--- config.mk ---
export PLATFORM = sky130hd
export DESIGN_NAME = stepper_position_ctrl
export DESIGN_NICKNAME = d
export VERILOG_FILES = /design/src/rtl/stepper_position_ctrl.sv
export SDC_FILE = /design/constraint.sdc
export NUM_CORES = 1
export LEC_CHECK = 0
export CORE_MARGIN = 2
export CORE_UTILIZATION = 40
export CTS_CLUSTER_DIAMETER = 120
export CTS_CLUSTER_SIZE = 25
export DETAILED_ROUTE_END_ITERATION = 7
export GPL_TIMING_DRIVEN = 0
export PLACE_DENSITY = 0.7
export SLEW_MARGIN = 30
export SYNTH_ARGS = -nofsm -noshare
export SYNTH_HDL_FRONTEND = slang
export SYNTH_SLANG_ARGS = --single-unit
--- constraint.sdc ---
create_clock -name clk -period 3.9 [get_ports clk]
set_clock_uncertainty 0.2 [all_clocks]
set_input_delay 0.39 -clock clk [delete_from_list [all_inputs] [get_ports clk]]
set_output_delay 0.39 -clock clk [all_outputs]
set_load 0.05 [all_outputs]
--- src/rtl/stepper_position_ctrl.sv ---
// Stepper position controller: walks current_pos toward target_pos one step pulse at a time,
// with direction setup time before any reversal. Define MOTOR_WRAP_EN for modulo-revolution positioning.
module stepper_position_ctrl #(
    parameter int STEP_PERIOD   = 50000,
    parameter int PULSE_WIDTH   = 5000,
    parameter int DIR_SETUP     = 100,
    parameter int STEPS_PER_REV = 200
) (
    input  logic        clk,
    input  logic        reset,
    input  logic        en,
    input  logic [31:0] target_pos,
    output logic        step,
    output logic        dir,
    output logic [31:0] current_pos,
    output logic        busy,
    output logic        at_target
);
    typedef enum logic [1:0] {IDLE, SETUP, PULSE_HI, PULSE_LO} state_t;

    localparam logic [31:0] SETUP_LOAD = 32'(DIR_SETUP - 1);
    localparam logic [31:0] HI_LOAD    = 32'(PULSE_WIDTH - 1);
    localparam logic [31:0] LO_LOAD    = 32'(STEP_PERIOD - PULSE_WIDTH - 1);

    state_t      state, state_nxt;
    logic [31:0] cnt, cnt_nxt;
    logic [31:0] pos_nxt;
    logic        dir_nxt;
    logic [31:0] eff_target;
    logic        want_up;
    logic        need_move;
    logic [31:0] pos_inc, pos_dec;

`ifdef MOTOR_WRAP_EN
    localparam logic [31:0] SPR = 32'(STEPS_PER_REV);
    logic [31:0] fwd_dist;

    // Position lives on a ring of SPR steps; take the shorter way round, ties forward.
    always_comb begin
        eff_target = target_pos % SPR;
        fwd_dist   = (eff_target >= current_pos) ? (eff_target - current_pos)
                                                 : (eff_target + SPR - current_pos);
        want_up    = (fwd_dist <= (SPR >> 1));
        pos_inc    = (current_pos == SPR - 32'd1) ? 32'd0 : current_pos + 32'd1;
        pos_dec    = (current_pos == 32'd0) ? SPR - 32'd1 : current_pos - 32'd1;
    end
`else
    logic [31:0] unused_spr;
    assign unused_spr = 32'(STEPS_PER_REV);

    always_comb begin
        eff_target = target_pos;
        want_up    = ($signed(target_pos) > $signed(current_pos));
        pos_inc    = current_pos + 32'd1;
        pos_dec    = current_pos - 32'd1;
    end
`endif

    assign need_move = (eff_target != current_pos);
    assign at_target = (state == IDLE) && !need_move;

    // Target and enable are only looked at in IDLE and at the end of each step period.
    always_comb begin
        state_nxt = state;
        cnt_nxt   = (cnt == 32'd0) ? 32'd0 : cnt - 32'd1;
        dir_nxt   = dir;
        pos_nxt   = current_pos;
        case (state)
            IDLE: begin
                if (en && need_move) begin
                    state_nxt = SETUP;
                    cnt_nxt   = SETUP_LOAD;
                    dir_nxt   = want_up;
                end
            end
            SETUP: begin
                if (cnt == 32'd0) begin
                    state_nxt = PULSE_HI;
                    cnt_nxt   = HI_LOAD;
                end
            end
            PULSE_HI: begin
                if (cnt == 32'd0) begin
                    state_nxt = PULSE_LO;
                    cnt_nxt   = LO_LOAD;
                    pos_nxt   = dir ? pos_inc : pos_dec;
                end
            end
            PULSE_LO: begin
                if (cnt == 32'd0) begin
                    if (!en || !need_move) begin
                        state_nxt = IDLE;
                    end else if (want_up == dir) begin
                        state_nxt = PULSE_HI;
                        cnt_nxt   = HI_LOAD;
                    end else begin
                        state_nxt = SETUP;
                        cnt_nxt   = SETUP_LOAD;
                        dir_nxt   = want_up;
                    end
                end
            end
            default: state_nxt = IDLE;
        endcase
    end

    // step and busy are registered from the next state so the driver sees clean edges.
    always_ff @(posedge clk) begin
        if (reset) begin
            state       <= IDLE;
            cnt         <= 32'd0;
            dir         <= 1'b0;
            current_pos <= 32'd0;
            step        <= 1'b0;
            busy        <= 1'b0;
        end else begin
            state       <= state_nxt;
            cnt         <= cnt_nxt;
            dir         <= dir_nxt;
            current_pos <= pos_nxt;
            step        <= (state_nxt == PULSE_HI);
            busy        <= (state_nxt != IDLE);
        end
    end
endmodule

==> results of run 1 <==
[tightest hold or removal path: cells and delay by family (launching register included)]
family             cells  cell delay [ps]
and+or+nand+nor        1               60
DFF                    1              340
AOI/OAI and AO/OA      1               50
[metal layers]
layer	vias to the layer above	GRT usage	routed length, um
met1	2249	0.277	6790
met4	0	0.0699	214
met2	113	0.282	5570
met3	14	0.0307	660
li1	2584	-	-
met5	-	0	0
[synth_stat cells (11+ instances only)]
| library cell | number | area [um^2] |
|---|---|---|
| xor2_1 | 23 | 201 |
| a21oi_1 | 77 | 385 |
| nand4_1 | 12 | 75.1 |
| a21o_1 | 20 | 150 |
| xnor2_1 | 32 | 280 |
| clkbuf_1 | 11 | 41.3 |
| nand2_1 | 74 | 278 |
| inv_1 | 45 | 169 |
| nor3_1 | 21 | 105 |
| o21ai_0 | 21 | 105 |
| ha_1 | 69 | 863 |
| nor4_1 | 11 | 68.8 |
| nand3_1 | 17 | 85.1 |
| dfxtp_1 | 69 | 1380 |
| nor2_1 | 58 | 218 |
[cells in the final DEF (no fill, tap or decap), types with 5 or more instances in the layout]
master and count:
o21a_1 5, nor2b_1 5, nor4_1 10, dfxtp_1 69, clkbuf_16 9, and3_1 5
a21o_1 20, nor2_1 58, or4_1 6, a21oi_1 77, nor3_1 21, nand3_1 17
nand2_1 74, inv_1 44, or3_1 6, xnor2_1 32, a31oi_1 7, ha_1 69
clkbuf_1 10, o21ai_0 21, a211oi_1 9, nand4_1 12, xor2_1 23, clkdlybuf4s50_1 70
[power groups by stage]
| stage | clock, mW | sequential, mW | combinational, mW |
|---|---|---|---|
| global placement | 0 | 0.960 | 1.79 |
| detailed placement | 0 | 0.964 | 1.80 |
| finish | 0.787 | 0.957 | 1.81 |
| global route | 0.830 | 0.980 | 2.04 |
| floorplan | 0 | 0.969 | 1.44 |
| CTS | 0.803 | 0.950 | 1.81 |
[logic make-up after synthesis]
family,Yosys count,synth area share
simple gates,240,0.217
compound gates,178,0.212
fa+ha+maj,70,0.166
flops,69,0.260
buf+inv,61,0.0476
xor+xnor,55,0.0907
mux,3,0.00589
[per-stage QoR]
step           setup TNS, ps  cell area, um^2   util  power [mW]
4_1_cts                    0             6520  0.498        3.57
5_1_grt                    0             6530  0.499        3.85
2_1_floorplan              0             5310      -        2.41
6_report                   0             6530  0.499        3.56
3_3_place_gp            -763             6230  0.476        2.75
3_5_place_dp               0             6230  0.476        2.76
[final cells by class]
class                      count  area [um^2]  share of cell area
buffer                        15         80.1              0.0123
clock buffer                  11          253              0.0387
clock inverter                 5         35.0             0.00536
inverter                      45          171              0.0262
multi-input combinational    546         3690               0.565
sequential                    69         1380               0.211
tap                          176          220              0.0337
timing repair buffer          70          701               0.107
[registers in the layout, summed over array words and instances (netlist names)]
signal / cells
state: 2
busy: 1
cnt: 32
dir: 1
current_pos: 32
step: 1
[final timing paths]
check	startpoint	endpoint	slack [ps]	cells past startpoint
hold reg to reg	current_pos[10]$_SDFFE_PP0P_	current_pos[10]$_SDFFE_PP0P_	300	2
setup / recovery	target_pos[14]	at_target	150	6
hold / removal	current_pos[10]$_SDFFE_PP0P_	current_pos[10]$_SDFFE_PP0P_	300	2
setup reg to reg	dir$_SDFFE_PP0P_	current_pos[31]$_SDFFE_PP0P_	340	11
[what timing repair did]
item	CTS	global route
buffers inserted	0	0
setup endpoints to repair	0	5
endpoints found under the hold margin	0	0
resized for setup	0	4
hold buffers	0	0
==> flow_metrics.py, run 1 <==
metrics = {
    "power": {
        "p_int_mw": 2.06,
        "ir_worst_vdd_v": 0.000289,
        "p_clk_frac": 0.221,
        "powerDensity_nw_per_um2": 544,
        "swShare": 0.419,
        "p_leak_nw": 2.58,
        "seq_power_share": 0.269,
        "power_frac_comb": 0.509,
        "power_switching_mw": 1.49,
    },
    "setup_path": {
        "path_cells": "clkdlybuf4s50_1, ha_1, nand4_1, nor4_1, and3_1, clkdlybuf4s50_1",
        "crit_arrival_ps": 3160,
        "crit_family": "simple AND/OR/NAND/NOR gates",
        "worstSetupPathType": "in2out",
        "startpoint_type": "primary input",
        "crit_path_max_fanout": 4,
        "cp_slowest_cell": "clkdlybuf4s50_1",
        "slowest_delay_ps": 810,
        "required_ps": 3310,
        "worst-path-buf-inv": 2,
        "cp_common_cell": "clkdlybuf4s50_1",
        "endpoint_kind": "output port",
    },
    "job": {
        "max_cap_viol_count": 0,
    },
    "final_layout": {
        "drive_gt1_frac": 0.0486,
        "fillers": 1282,
        "layout.nets": 861,
        "area_delta_synth_final_pct": 23.0,
        "diodes": 0,
        "fin_cells": 937,
    },
    "place": {
        "io_buffers": 70,
        "gp_congestion": 0.838,
        "dpl.cell_count": 922,
        "pre_cts_slack_ps": 86.7,
        "hpwl_um": 9960,
    },
    "synth": {
        "synth_edf_count": 0,
        "async_reset_ff_frac": 0,
        "syn_avg_cell_area_um2": 7.86,
        "yosys_warnings": 0,
        "synth_ff_type": "dfxtp_1",
        "syn-cell-area_um2": 5310,
        "ys_seq_area_frac": 0.260,
        "synth.ff_latch_count": 69,
        "syn_nets": 781,
        "synth_cell_types": 66,
        "synthesis.instances": 676,
    },
    "clocking": {
        "htreeDepth": 3,
        "clk_pin_slew_ps": 50,
        "cts_tree": "yes",
        "cts-root-buf": "clkbuf_16",
        "clk_latency_ps": 340,
        "cts_buffer_depth": 2,
        "clock-sinks": 69,
        "cts_buffers": 9,
    },
    "outcome": {
        "status": "finished clean",
    },
    "sta": {
        "period_share": 0.962,
        "setup_violations": 0,
        "slew_headroom": 0.422,
        "rsz0062_at_grt": "no",
        "min_period_ps": 3750,
        "slew_viol_final": 0,
        "tightestPinTransition_ps": 859,
        "setup_ws_ps": 148,
        "fin_hold_ws_ps": 295,
        "fmax_ghz": 0.266,
        "hold_viol_final": 0,
    },
    "die": {
        "core_area_um2": 13100,
        "die_w_um": 119,
        "rows": 42,
        "io-pin-count": 71,
        "die_h_um": 119,
        "initial_core_util": 0.406,
        "die_area_um2": 14200,
    },
    "min_path": {
        "min_path_type": "reg2reg",
    },
    "routing": {
        "wl_per_cell_um": 14.1,
        "vias": 4960,
        "ant_nets": 0,
        "wl_um": 13200,
        "drc_errors": 0,
        "vias_per_cell": 5.29,
        "dr.pass1.iters": 4,
        "drtIter0Drc": 218,
    },
    "grt": {
        "track_usage": 0.190,
        "grt_overflow": 0,
        "antenna_found_initial": 0,
        "grt_pass1_vias": 4534,
        "grt_max_degree": 33,
        "grt_pass1_wl_um": 22000,
    },
}
(Power assumes the default switching activity.)
==> inputs of run 2 (changes only) <==
- PLACE_DENSITY: 0.7 -> 0.72
- clock period: 3.9 -> 3.1 ns (I/O delays scaled with it)
==> flow_metrics.py, run 2 (synthesis results as in run 1) <==
metrics = {
    "routing": {
        "wl_um": 14400,
        "vias_per_cell": 5.41,
        "drtIter0Drc": 231,
        "vias": 5195,
        "ant_nets": 0,
        "drc_errors": 0,
        "wl_per_cell_um": 15.0,
        "dr.pass1.iters": 4,
    },
    "grt": {
        "grt_overflow": 0,
        "antenna_found_initial": 0,
        "grt_pass1_wl_um": 23800,
        "grt_pass1_vias": 4852,
        "track_usage": 0.206,
        "grt_max_degree": 14,
    },
    "sta": {
        "fmax_ghz": 0.315,
        "hold_viol_final": 0,
        "setup_ws_ps": -73.2,
        "tightestPinTransition_ps": 590,
        "slew_viol_final": 0,
        "period_share": 1.02,
        "slew_headroom": 0.607,
        "min_period_ps": 3170,
        "setup_violations": 3,
        "rsz0062_at_grt": "yes",
    },
    "setup_path": {
        "startpoint_type": "flip-flop",
        "crit_arrival_ps": 3210,
        "crit_family": "compound AO/OA/AOI/OAI gates",
        "worst-path-buf-inv": 3,
        "timing.reg2reg.setup_slack_ps": -70,
        "r2r-end": "current_pos[31]$_SDFFE_PP0P_",
        "crit_path_max_fanout": 8,
        "endpoint_kind": "flip-flop",
        "path_cells": "clkinvlp_4, buf_12, buf_4, ha_1, a21oi_2, and4b_2, o21ai_4, a31oi_4, o211ai_1, a21boi_2, mux2i_1, nand3_1, mux2_2",
        "required_ps": 3140,
        "slowest_delay_ps": 410,
        "r2r-start": "dir$_SDFFE_PP0P_",
        "worstSetupPathType": "reg2reg",
        "cp_slowest_cell": "dfxtp_4",
        "r2r_cells": 13,
    },
    "power": {
        "p_int_mw": 3.02,
        "power_switching_mw": 2.09,
        "power_frac_comb": 0.523,
        "swShare": 0.410,
        "seq_power_share": 0.238,
        "ir_worst_vdd_v": 0.000343,
        "p_clk_frac": 0.239,
        "total_power_mw": 5.11,
        "powerDensity_nw_per_um2": 702,
        "p_leak_nw": 2.83,
    },
    "die": {
        "core_area_um2": 13100,
        "die_w_um": 119,
        "die_h_um": 119,
        "io-pin-count": 71,
        "die_area_um2": 14200,
        "initial_core_util": 0.406,
        "rows": 42,
    },
    "place": {
        "pre_cts_slack_ps": -1120,
        "io_buffers": 70,
        "hpwl_um": 10100,
        "dpl.cell_count": 922,
        "gp_congestion": 0.892,
    },
    "job": {
        "max_cap_viol_count": 0,
    },
    "final_layout": {
        "area_delta_synth_final_pct": 37.0,
        "layout_common_cells": "nand2_1 (71), a21oi_1 (69), clkdlybuf4s50_1 (68)",
        "largest_registers": "cnt x32, current_pos x32, state x2",
        "drive_gt1_frac": 0.150,
        "fin_cells": 961,
        "layout_commonest_cell": "nand2_1",
        "layout.nets": 885,
        "diodes": 0,
    },
    "clocking": {
        "cts_tree": "yes",
        "clock-sinks": 69,
        "cts-root-buf": "clkbuf_16",
        "cts_hold_buffers": 0,
        "cts_buffer_depth": 2,
        "cts_buffers": 9,
        "clk_latency_ps": 350,
        "clk_pin_slew_ps": 60,
        "htreeDepth": 3,
    },
    "outcome": {
        "status": "finished with violations",
        "violations": "setup timing",
    },
    "min_path": {
        "min_path_type": "reg2reg",
        "hold_depth": 2,
        "hold_start": "current_pos[18]$_SDFFE_PP0P_",
        "holdPathEnd": "current_pos[18]$_SDFFE_PP0P_",
    },
}
==> run 2: worst max-delay path by stage <==
stage / from / end / slack, ps / depth (start not counted)
after global placement: dir$_SDFFE_PP0P_ / current_pos[30]$_SDFFE_PP0P_ / -1170 / 12
after floorplan: dir$_SDFFE_PP0P_ / current_pos[31]$_SDFFE_PP0P_ / -580 / 12
after CTS: dir$_SDFFE_PP0P_ / current_pos[31]$_SDFFE_PP0P_ / -1 / 13
final: dir$_SDFFE_PP0P_ / current_pos[31]$_SDFFE_PP0P_ / -70 / 13
after detailed placement: dir$_SDFFE_PP0P_ / current_pos[30]$_SDFFE_PP0P_ / -1120 / 12
after global routing: dir$_SDFFE_PP0P_ / current_pos[31]$_SDFFE_PP0P_ / -200 / 13
==> run 2: power by group through the flow <==
stage / clock, mW / sequential [mW] / combinational (mW)
3_5_place_dp: 0 / 1.21 / 2.34
5_1_grt: 1.28 / 1.24 / 2.95
4_1_cts: 1.24 / 1.21 / 2.57
6_report: 1.22 / 1.22 / 2.67
3_3_place_gp: 0 / 1.21 / 2.31
2_1_floorplan: 0 / 1.22 / 1.87
==> run 2: timing repair <==
action,CTS,global route
buffers inserted,13,9
setup endpoints to repair,60,29
pin swaps,15,23
cloned,2,0
resized for setup,38,31
==> run 2: final cells by class <==
cell class | count | area (um^2)
Buffer | 15 | 80.1
Clock buffer | 9 | 225
Clock inverter | 7 | 121
Fill cell | 1133 | 5800
Inverter | 45 | 173
Multi-Input combinational cell | 546 | 4120
Sequential cell | 69 | 1400
Tap cell | 176 | 220
Timing Repair Buffer | 93 | 935
Timing Repair inverter | 1 | 7.51
==> run 2: metrics by stage <==
stage	util	hold slack [ps]	setup TNS [ps]	cell area, um^2
global placement	0.488	289	-31940	6380
floorplan	-	271	-7080	5460
CTS	0.541	299	-2.31	7070
detailed placement	0.488	290	-31600	6380
global route	0.556	327	-844	7280
finish	0.556	293	-116	7280
==> run 2: worst min-delay path, cell delays in order (launching register included) <==
cell and delay [ps]:
dfxtp_1 340, nand2_1 60, a21oi_1 50
==> run 2: routing by layer <==
layer	part of all wire	GRT usage	up-vias
met2	0.44	0.319	146
met5	0	0	-
met1	0.48	0.285	2381
met4	0.023	0.0707	0
li1	-	-	2643
met3	0.059	0.0407	25
